**config.mk**
```make
export PLATFORM = sky130hd
export DESIGN_NAME = gcd_arbiter_flat
export DESIGN_NICKNAME = d
export VERILOG_FILES = /design/src/rtl/gcd_arb_pkg.sv /design/src/rtl/gcd_arbiter_if.sv /design/src/rtl/gcd_arbiter_rr_arbiter.sv /design/src/rtl/gcd_arbiter.sv /design/src/flat_wrapper.sv
export SDC_FILE = /design/constraint.sdc
export NUM_CORES = 1
export LEC_CHECK = 0
export CORE_AREA = 2 2 154 156
export DETAILED_ROUTE_END_ITERATION = 8
export DIE_AREA = 0 0 156 158
export SLEW_MARGIN = 0
export SYNTH_ARGS = -nofsm -noshare
export SYNTH_HDL_FRONTEND = slang
export SYNTH_HIERARCHICAL = 1
export SYNTH_SLANG_ARGS = --single-unit
```
**constraint.sdc**
```tcl
create_clock -name clk -period 6.2 [get_ports clk]
set_clock_uncertainty 0.15 [all_clocks]
set_input_delay 0.62 -clock clk [delete_from_list [all_inputs] [get_ports clk]]
set_output_delay 0.62 -clock clk [all_outputs]
set_load 0.03 [all_outputs]
```
**src/rtl/gcd_arb_pkg.sv**
```systemverilog
// Shared types and helpers for the gcd_arbiter slice.
// The state enum, the default operand width and the ID width function.
package gcd_arb_pkg;

  typedef enum logic [1:0] {
    StIdle,
    StIssue,
    StWait,
    StResp
  } gcd_arb_state_t;

  localparam int unsigned DefaultDw = 32;

  // Width of a requester index; a single requester still needs one bit.
  function automatic int unsigned id_width(input int unsigned n);
    return (n > 1) ? $clog2(n) : 1;
  endfunction

endpackage

```
**src/rtl/gcd_arbiter_if.sv**
```systemverilog
// Bundles the request, response and gcd handshakes of gcd_arbiter.
// slave is the arbiter's view; master is the view of the surrounding logic.
interface gcd_arbiter_if
  import gcd_arb_pkg::*;
#(
  parameter int unsigned NUM_REQ = 4,
  parameter int unsigned DW      = DefaultDw
);
  localparam int unsigned IDW = id_width(NUM_REQ);

  logic [NUM_REQ-1:0]    req_valid;
  logic [NUM_REQ*DW-1:0] req_a;
  logic [NUM_REQ*DW-1:0] req_b;
  logic [NUM_REQ-1:0]    req_ready;
  logic                  resp_valid;
  logic                  resp_ready;
  logic [IDW-1:0]        resp_id;
  logic [DW-1:0]         resp_result;
  logic                  resp_error;
  logic                  gcd_start;
  logic [DW-1:0]         gcd_a;
  logic [DW-1:0]         gcd_b;
  logic                  gcd_done;
  logic [DW-1:0]         gcd_result;

  modport slave (
    input  req_valid, req_a, req_b, resp_ready, gcd_done, gcd_result,
    output req_ready, resp_valid, resp_id, resp_result, resp_error, gcd_start, gcd_a, gcd_b
  );

  modport master (
    output req_valid, req_a, req_b, resp_ready, gcd_done, gcd_result,
    input  req_ready, resp_valid, resp_id, resp_result, resp_error, gcd_start, gcd_a, gcd_b
  );

endinterface

```
**src/rtl/gcd_arbiter_rr_arbiter.sv**
```systemverilog
// Combinational round-robin grant: first valid requester at or after rr_ptr,
// wrapping modulo NUM_REQ. Produces a one-hot grant and its encoded index.
module rr_arbiter #(
  parameter int unsigned NUM_REQ = 4,
  parameter int unsigned IDW     = 2
) (
  input  logic [NUM_REQ-1:0] req_valid,
  input  logic [IDW-1:0]     rr_ptr,
  output logic [NUM_REQ-1:0] grant,
  output logic [IDW-1:0]     grant_idx,
  output logic               grant_any
);

  always_comb begin
    logic [IDW:0]   sum;
    logic [IDW-1:0] idx;
    grant     = '0;
    grant_idx = '0;
    grant_any = 1'b0;
    sum       = '0;
    idx       = '0;
    for (int unsigned off = 0; off < NUM_REQ; off++) begin
      // rr_ptr and off are both below NUM_REQ, so one subtraction wraps.
      sum = {1'b0, rr_ptr} + (IDW + 1)'(off);
      idx = (sum >= NUM_REQ) ? IDW'(sum - NUM_REQ) : IDW'(sum);
      if (!grant_any && req_valid[idx]) begin
        grant_any  = 1'b1;
        grant[idx] = 1'b1;
        grant_idx  = idx;
      end
    end
  end

endmodule

```
**src/rtl/gcd_arbiter.sv**
```systemverilog
// Round-robin scheduler sharing one gcd unit between NUM_REQ requesters.
// Optional WAIT watchdog enabled by defining GCD_ARB_TIMEOUT_EN.
module gcd_arbiter
  import gcd_arb_pkg::*;
#(
  parameter int unsigned NUM_REQ        = 4,
  parameter int unsigned DW             = DefaultDw,
  parameter int unsigned TIMEOUT_CYCLES = 1024
) (
  input logic          clk,
  input logic          reset_n,
  gcd_arbiter_if.slave bus
);
  localparam int unsigned IDW = id_width(NUM_REQ);

  gcd_arb_state_t     state_q, state_d;
  logic [IDW-1:0]     rr_ptr_q, rr_ptr_d;
  logic [IDW-1:0]     id_q, id_d;
  logic [DW-1:0]      a_q, a_d;
  logic [DW-1:0]      b_q, b_d;
  logic [DW-1:0]      result_q, result_d;

  logic [NUM_REQ-1:0] grant;
  logic [IDW-1:0]     grant_idx;
  logic               grant_any;
  logic [DW-1:0]      sel_a, sel_b;

`ifdef GCD_ARB_TIMEOUT_EN
  localparam int unsigned CW = $clog2(TIMEOUT_CYCLES + 1);
  logic [CW-1:0] wd_q, wd_d;
  logic          err_q, err_d;
`endif

  rr_arbiter #(
    .NUM_REQ(NUM_REQ),
    .IDW    (IDW)
  ) u_rr_arbiter (
    .req_valid(bus.req_valid),
    .rr_ptr   (rr_ptr_q),
    .grant    (grant),
    .grant_idx(grant_idx),
    .grant_any(grant_any)
  );

  always_comb begin
    sel_a = '0;
    sel_b = '0;
    for (int unsigned i = 0; i < NUM_REQ; i++) begin
      if (grant[i]) begin
        sel_a = bus.req_a[i*DW +: DW];
        sel_b = bus.req_b[i*DW +: DW];
      end
    end
  end

  always_comb begin
    state_d  = state_q;
    rr_ptr_d = rr_ptr_q;
    id_d     = id_q;
    a_d      = a_q;
    b_d      = b_q;
    result_d = result_q;
`ifdef GCD_ARB_TIMEOUT_EN
    wd_d     = wd_q;
    err_d    = err_q;
`endif
    unique case (state_q)
      StIdle: begin
        if (grant_any) begin
          id_d     = grant_idx;
          a_d      = sel_a;
          b_d      = sel_b;
          rr_ptr_d = (grant_idx == IDW'(NUM_REQ - 1)) ? '0 : grant_idx + IDW'(1);
          state_d  = StIssue;
        end
      end
      StIssue: begin
        state_d = StWait;
`ifdef GCD_ARB_TIMEOUT_EN
        wd_d    = '0;
`endif
      end
      StWait: begin
        // done is only honoured here, so a stale pulse cannot finish a new op.
        if (bus.gcd_done) begin
          result_d = bus.gcd_result;
          state_d  = StResp;
`ifdef GCD_ARB_TIMEOUT_EN
          err_d    = 1'b0;
        end else if (wd_q == CW'(TIMEOUT_CYCLES)) begin
          result_d = '0;
          err_d    = 1'b1;
          state_d  = StResp;
        end else begin
          wd_d = wd_q + CW'(1);
`endif
        end
      end
      StResp: begin
        if (bus.resp_ready) begin
          state_d = StIdle;
        end
      end
      default: state_d = StIdle;
    endcase
  end

  always_ff @(posedge clk or negedge reset_n) begin
    if (!reset_n) begin
      state_q  <= StIdle;
      rr_ptr_q <= '0;
      id_q     <= '0;
      a_q      <= '0;
      b_q      <= '0;
      result_q <= '0;
`ifdef GCD_ARB_TIMEOUT_EN
      wd_q     <= '0;
      err_q    <= 1'b0;
`endif
    end else begin
      state_q  <= state_d;
      rr_ptr_q <= rr_ptr_d;
      id_q     <= id_d;
      a_q      <= a_d;
      b_q      <= b_d;
      result_q <= result_d;
`ifdef GCD_ARB_TIMEOUT_EN
      wd_q     <= wd_d;
      err_q    <= err_d;
`endif
    end
  end

  // Gated by reset so that no accept is advertised while reset is held.
  assign bus.req_ready   = ((state_q == StIdle) && reset_n) ? grant : '0;
  assign bus.gcd_start   = (state_q == StIssue);
  assign bus.resp_valid  = (state_q == StResp);
  assign bus.resp_id     = id_q;
  assign bus.resp_result = result_q;
  assign bus.gcd_a       = a_q;
  assign bus.gcd_b       = b_q;
`ifdef GCD_ARB_TIMEOUT_EN
  assign bus.resp_error  = err_q;
`else
  assign bus.resp_error  = 1'b0;
`endif

endmodule

```
**src/flat_wrapper.sv**
```systemverilog
// flat-port wrapper written by rule: the top's interface ports become plain ports
module gcd_arbiter_flat import gcd_arb_pkg::*;
#(
  parameter int unsigned NUM_REQ        = 4,
  parameter int unsigned DW             = DefaultDw,
  parameter int unsigned TIMEOUT_CYCLES = 1024
)
  (clk, reset_n, bus_req_valid, bus_req_a, bus_req_b, bus_resp_ready, bus_gcd_done, bus_gcd_result, bus_req_ready, bus_resp_valid, bus_resp_id, bus_resp_result, bus_resp_error, bus_gcd_start, bus_gcd_a, bus_gcd_b);
  gcd_arbiter_if #(.NUM_REQ(NUM_REQ), .DW(DW)) bus_i ();
  input logic clk;
  input logic reset_n;
  input wire logic [$bits(bus_i.req_valid)-1:0] bus_req_valid;
  input wire logic [$bits(bus_i.req_a)-1:0] bus_req_a;
  input wire logic [$bits(bus_i.req_b)-1:0] bus_req_b;
  input wire logic [$bits(bus_i.resp_ready)-1:0] bus_resp_ready;
  input wire logic [$bits(bus_i.gcd_done)-1:0] bus_gcd_done;
  input wire logic [$bits(bus_i.gcd_result)-1:0] bus_gcd_result;
  output wire logic [$bits(bus_i.req_ready)-1:0] bus_req_ready;
  output wire logic [$bits(bus_i.resp_valid)-1:0] bus_resp_valid;
  output wire logic [$bits(bus_i.resp_id)-1:0] bus_resp_id;
  output wire logic [$bits(bus_i.resp_result)-1:0] bus_resp_result;
  output wire logic [$bits(bus_i.resp_error)-1:0] bus_resp_error;
  output wire logic [$bits(bus_i.gcd_start)-1:0] bus_gcd_start;
  output wire logic [$bits(bus_i.gcd_a)-1:0] bus_gcd_a;
  output wire logic [$bits(bus_i.gcd_b)-1:0] bus_gcd_b;
  assign bus_i.req_valid = bus_req_valid;
  assign bus_i.req_a = bus_req_a;
  assign bus_i.req_b = bus_req_b;
  assign bus_i.resp_ready = bus_resp_ready;
  assign bus_i.gcd_done = bus_gcd_done;
  assign bus_i.gcd_result = bus_gcd_result;
  assign bus_req_ready = bus_i.req_ready;
  assign bus_resp_valid = bus_i.resp_valid;
  assign bus_resp_id = bus_i.resp_id;
  assign bus_resp_result = bus_i.resp_result;
  assign bus_resp_error = bus_i.resp_error;
  assign bus_gcd_start = bus_i.gcd_start;
  assign bus_gcd_a = bus_i.gcd_a;
  assign bus_gcd_b = bus_i.gcd_b;
  gcd_arbiter #(.NUM_REQ(NUM_REQ), .DW(DW), .TIMEOUT_CYCLES(TIMEOUT_CYCLES)) u_core (.clk(clk), .reset_n(reset_n), .bus(bus_i));
endmodule
```
### Word level (Yosys, flattened, before mapping)

Index checks and enable logic that the tools add are counted.

* register bits after elaboration: 102
* RAM bits: 0
* memory bits (read-only): 0
* memories kept: 0
* bits in latches: 0
* logic and storage cells: 97

* eq/ne operators: 7
* reduce and logical (&&, ||, !) cells: 15
* $lt $le $gt $ge: 12
* multipliers: 0
* div/mod/pow operators: 0
* mux-type cells: 46
* add/subtract/negate cells: 8
* shift operators: 0
* bitwise gates (word level): 3

Operator list (number)
* $mux W32: 8
* $mux W2: 12
* $mux W4: 5
* $lt A2 B3 Y1 const B: 4
* $mux W1: 12
* $or A4 B4 Y4: 3
* $ge A3 B3 Y1 const B: 3
* $bmux W1 S2: 4
* $demux W1 S2: 4
* $ge A2 B1 Y1 const B: 4
* $logic_and A1 B1 Y1: 8
* $pmux W2 S4: 1
* $sub A2 B1 Y2 const B: 4
* $add A2 B2 Y3 const B: 2
* $eq A2 B2 Y1 const B: 3
* $ne A2 B2 Y1 const B: 2
* $reduce_and A2 Y1: 2
* $add A2 B1 Y3 const B: 1
* $ge A2 B3 Y1 const B: 1
* $logic_not A1 Y1: 3
* $reduce_and A3 Y1: 1
* $add A2 B1 Y2 const B: 1
* $eq A2 B1 Y1 const B: 1
* $logic_not A2 Y1: 1
* $ne A2 B1 Y1 const B: 1

### Depth between registers and ports, before layout

* depth in word-level cells: 18
* gate-level depth with buffers: 14

### Modules after synthesis

Netlist, hierarchy kept.

By module, submodules not included
* gcd_arbiter: times used 1, area an instance 5625.4 sq um, cells each 488
* rr_arbiter: times used 1, area an instance 421.7 sq um, cells each 45

### Worst setup path after synthesis

OpenSTA, ideal clock, no wires.

* kind: register -> output
* start: register u_core.rr_ptr_q[0]
* end: output bus_req_ready[2]
* setup slack: 2698 ps
* arrival time: 2732 ps
* stages on the path, launching flop included: 13
* path buffers: 5
* path through: dfrtp_1 > buf_6 > inv_1 > ha_1 > mux4_2 > buf_6 > nor4b_4 > a22oi_1 > o21ai_0 > buf_2 > buf_2 > buf_2 > and3_1

* word-level cells in the longest chain between the ends: 15
* elaborated cells on any way between the ends: 60

Ends and longest elaborated chain
* start: declaration: line gcd_arbiter.sv:17 `logic [IDW-1:0] rr_ptr_q, rr_ptr_d;`
* start signal: assignment: line gcd_arbiter.sv:122 `rr_ptr_q <= rr_ptr_d;`
* parallel branches: the longest is 13 deep, another holds $add A2 B1 Y3
* $mux W4 (*): line gcd_arbiter_rr_arbiter.sv:26 `if (!grant_any && req_valid[idx]) begin`
* via u_core.grant[2]: line gcd_arbiter.sv:23 `logic [NUM_REQ-1:0] grant;`
* $mux W4 (*): line gcd_arbiter.sv:135 `assign bus.req_ready = ((state_q == StIdle) && reset_n) ? grant : '0;`
* end: declaration: line flat_wrapper.sv:18 `output wire logic [$bits(bus_i.req_ready)-1:0] bus_req_ready;`

Mark *: on every way through the listed nets, which the timed path passes. The select of a mux whose other input is x is not followed.

### Worst setup path after layout

* start: register u_core.rr_ptr_q[0]
* end: output bus_req_ready[3]

The elaborated chain is that of the path after synthesis.

==> metrics.md <==
| Metric | Value |
|---|---|
| Synth Cell Area | `6050 sq um` |
| Syn_nets | `840` |
| Reg2reg end | `u_core/bus.gcd_b[31]` |
| Share of the synthesized area in the top cell type | `0.422` |
| IO Pins | `401` |
| First-pass GRT wire length | `37000 um` |
| Die area | `24600 sq um` |
| CTS max path bufs | `2` |
| Drc violations | `0` |
| Status | `finished, final reports clean` |
| Clk sinks | `102` |
| Slew Viols, Final | `0` |
| Vias in the first global route | `6306` |
| R2R Setup Slk | `1430 ps` |
| Most frequent cells in the layout | `clkdlybuf4s50_1, dfrtp_1, nor2_1` |
| Distinct cells, synth | `41` |
| Largest net degree at the start of global routing | `68` |
| Row Count | `56` |
| Post-CTS Resized | `0` |
| Pre-antenna DRT Iters | `8` |
| CTS buffer count | `9` |
| Wire per inst | `21.3 um` |
| Die W | `156 um` |
| Final Util | `0.456` |
| GRT overflow | `0` |
| Yosys warning count | `6` |
| Share of cells above drive strength 1 | `0.148` |
| Synth area leader | `dfrtp_1` |
| Final nets | `1205` |
| DR iter-0 viols | `471` |
| Synthesized area per cell | `11.3 sq um` |
| Routed vias/inst | `5.14` |
| H-tree depth | `3` |
| ANT cells | `0` |
| Period Utilization, post-route | `0.777` |
| Power per Cell Area | `575 nW/um^2` |
| Max Fclk | `0.208 GHz` |
| Worst min path class | `input pin to async pin` |
| Static leakage | `3.86 nW` |
| Synthesized instance count | `533` |
| Final GP Congestion | `0.794` |
| Yosys reg bits | `102` |
| RSZ-0062 raised after global routing | `false` |
| Reg2reg start | `u_core/rr_ptr_q[0]` |
| WS Path Type | `flop to output pin` |
| Worst slew pin tran | `1390 ps` |
| Worst-path clk slew | `80 ps` |
| Register area share after synthesis | `0.422` |
| Global router's overall resource usage | `0.197` |
| CP Data Arrival Time | `4050 ps` |
| Data required, critical path | `5430 ps` |
| Area grow syn2layout | `73.7%` |
| Hpwl dp | `18500 um` |
| PortBufs | `399` |
| Commonest non-fill, non-tap cell in the layout | `clkdlybuf4s50_1` |
| Startpoint types | `flop` |
| Final min period | `4820 ps` |
| Starting Density | `0.262` |
| Final TNS setup | `0 ps` |
| Critical path peak fanout | `31` |
| Relative slew slack | `0.0698` |
| CTS tree | `built` |
| FF-to-FF path depth | `10` |
| Initial antenna violation count | `0` |
| Hold Buf Count CTS | `0` |
| Final setup vio count | `0` |
| Maxcap violations | `0` |
| Vias | `6127` |
| Die Ht | `158 um` |
| CP endpoint kind | `output pin` |
| Final WL | `25400 um` |
| Later-pin clock latency in the skew report | `350 ps` |
| Post-CTS Setup Bufs | `0` |
| ANT nets after route | `0` |
| Fillers | `2192` |
| Core area | `23100 sq um` |
| Synth top area cells | `dfrtp_1, a211oi_2, a222oi_1` |
| VDD IR max | `298 uV` |
| Fin. Hold Viols | `0` |
| Clock Tree Root | `clkbuf_16` |
[Yosys cell counts]
cell type / count
dfrtp_1: 102
nor2_1: 67
a222oi_1: 63
nor3b_1: 62
a211oi_2: 59
mux2_2: 34
buf_2: 27
clkbuf_1: 18
nand2_1: 13
ha_1: 11
a22oi_1: 9
buf_6: 9
inv_1: 9
o21ai_0: 6
a21oi_1: 4
and3_1: 4
buf_4: 4
a211oi_1: 3
mux2i_1: 2
mux4_1: 2
mux4_2: 2
nand2b_1: 2
nor2b_1: 2
o31ai_1: 2
a221o_1: 1
a2bb2oi_1: 1
a31oi_1: 1
a32o_1: 1
and2_1: 1
and2b_2: 1
and3b_1: 1
conb_1: 1
nand3b_1: 1
nand4b_1: 1
nor2_2: 1
nor3_1: 1
nor3b_2: 1
nor4_1: 1
nor4b_4: 1
o211ai_1: 1
o221ai_1: 1
[cell families after synthesis]
family,synth area share
compound gates,0.261
buf+inv,0.0608
simple gates,0.150
other cells,0.000620
flops,0.422
fa+ha+maj,0.0228
mux,0.0828
[power breakdown]
part | internal (mW) | total (mW) | switching (mW)
Sequential | 1.03 | 1.24 | 0.208
Clock | 0.283 | 0.579 | 0.296
Combinational | 1.79 | 4.22 | 2.43
[metal layers]
layer	track usage	vias up	routed length (um)
li1	-	2826	-
met1	0.231	2970	9900
met2	0.349	302	12700
met3	0.0520	29	2150
met4	0.0708	0	592
met5	0	-	0
[layout make-up]
class	count	area, sq um	share of cell area
well taps	290	363	0.0346
flip-flops and latches	102	2550	0.243
clock buffers	9	225	0.0214
clock inverters	7	66.3	0.00631
inverters	9	33.8	0.00322
multi-input cells	364	3170	0.302
repair buffers	412	4090	0.389
[worst max-delay path, stage by stage, from the launching register on]
cell             delay [ps]
dfrtp_1                 670
inv_1                   140
ha_1                    380
mux4_2                  440
and2b_2                 310
a22oi_1                 100
o21ai_4                 680
and3_1                  280
clkdlybuf4s50_1         670
[sequential cells by signal, summed over array words and instances, names as in the netlist]
name                    cells
u_core/bus.resp_id          2
u_core/bus.gcd_a           32
u_core/bus.gcd_b           32
u_core/bus.resp_result     32
u_core/state_q              2
u_core/rr_ptr_q             2
[worst max path at each step]
stage	start	endpoint	slack, ps	cells after the start
floorplan	u_core/rr_ptr_q[0]	bus_req_ready[2]	2700	12
global placement	bus_req_valid[3]	u_core/bus.gcd_a[4]	1390	9
detailed placement	bus_req_valid[3]	u_core/bus.gcd_a[4]	1270	9
CTS	u_core/rr_ptr_q[0]	bus_req_ready[3]	1340	8
global route	u_core/rr_ptr_q[0]	u_core/bus.gcd_b[31]	1040	10
finish	u_core/rr_ptr_q[0]	bus_req_ready[3]	1380	8
[metrics by stage]
step	cells	area (sq um)	setup WS [ps]	total power, mW	hold slack, ps
floorplan	533	6050	2700	4.04	174
global placement	1177	10200	1390	5.45	312
detailed placement	1177	10200	1270	5.50	317
CTS	1193	10500	1340	6.10	211
global route	1193	10500	1040	6.40	256
finish	1193	10500	1380	6.04	191
(Power assumes the default switching activity.)
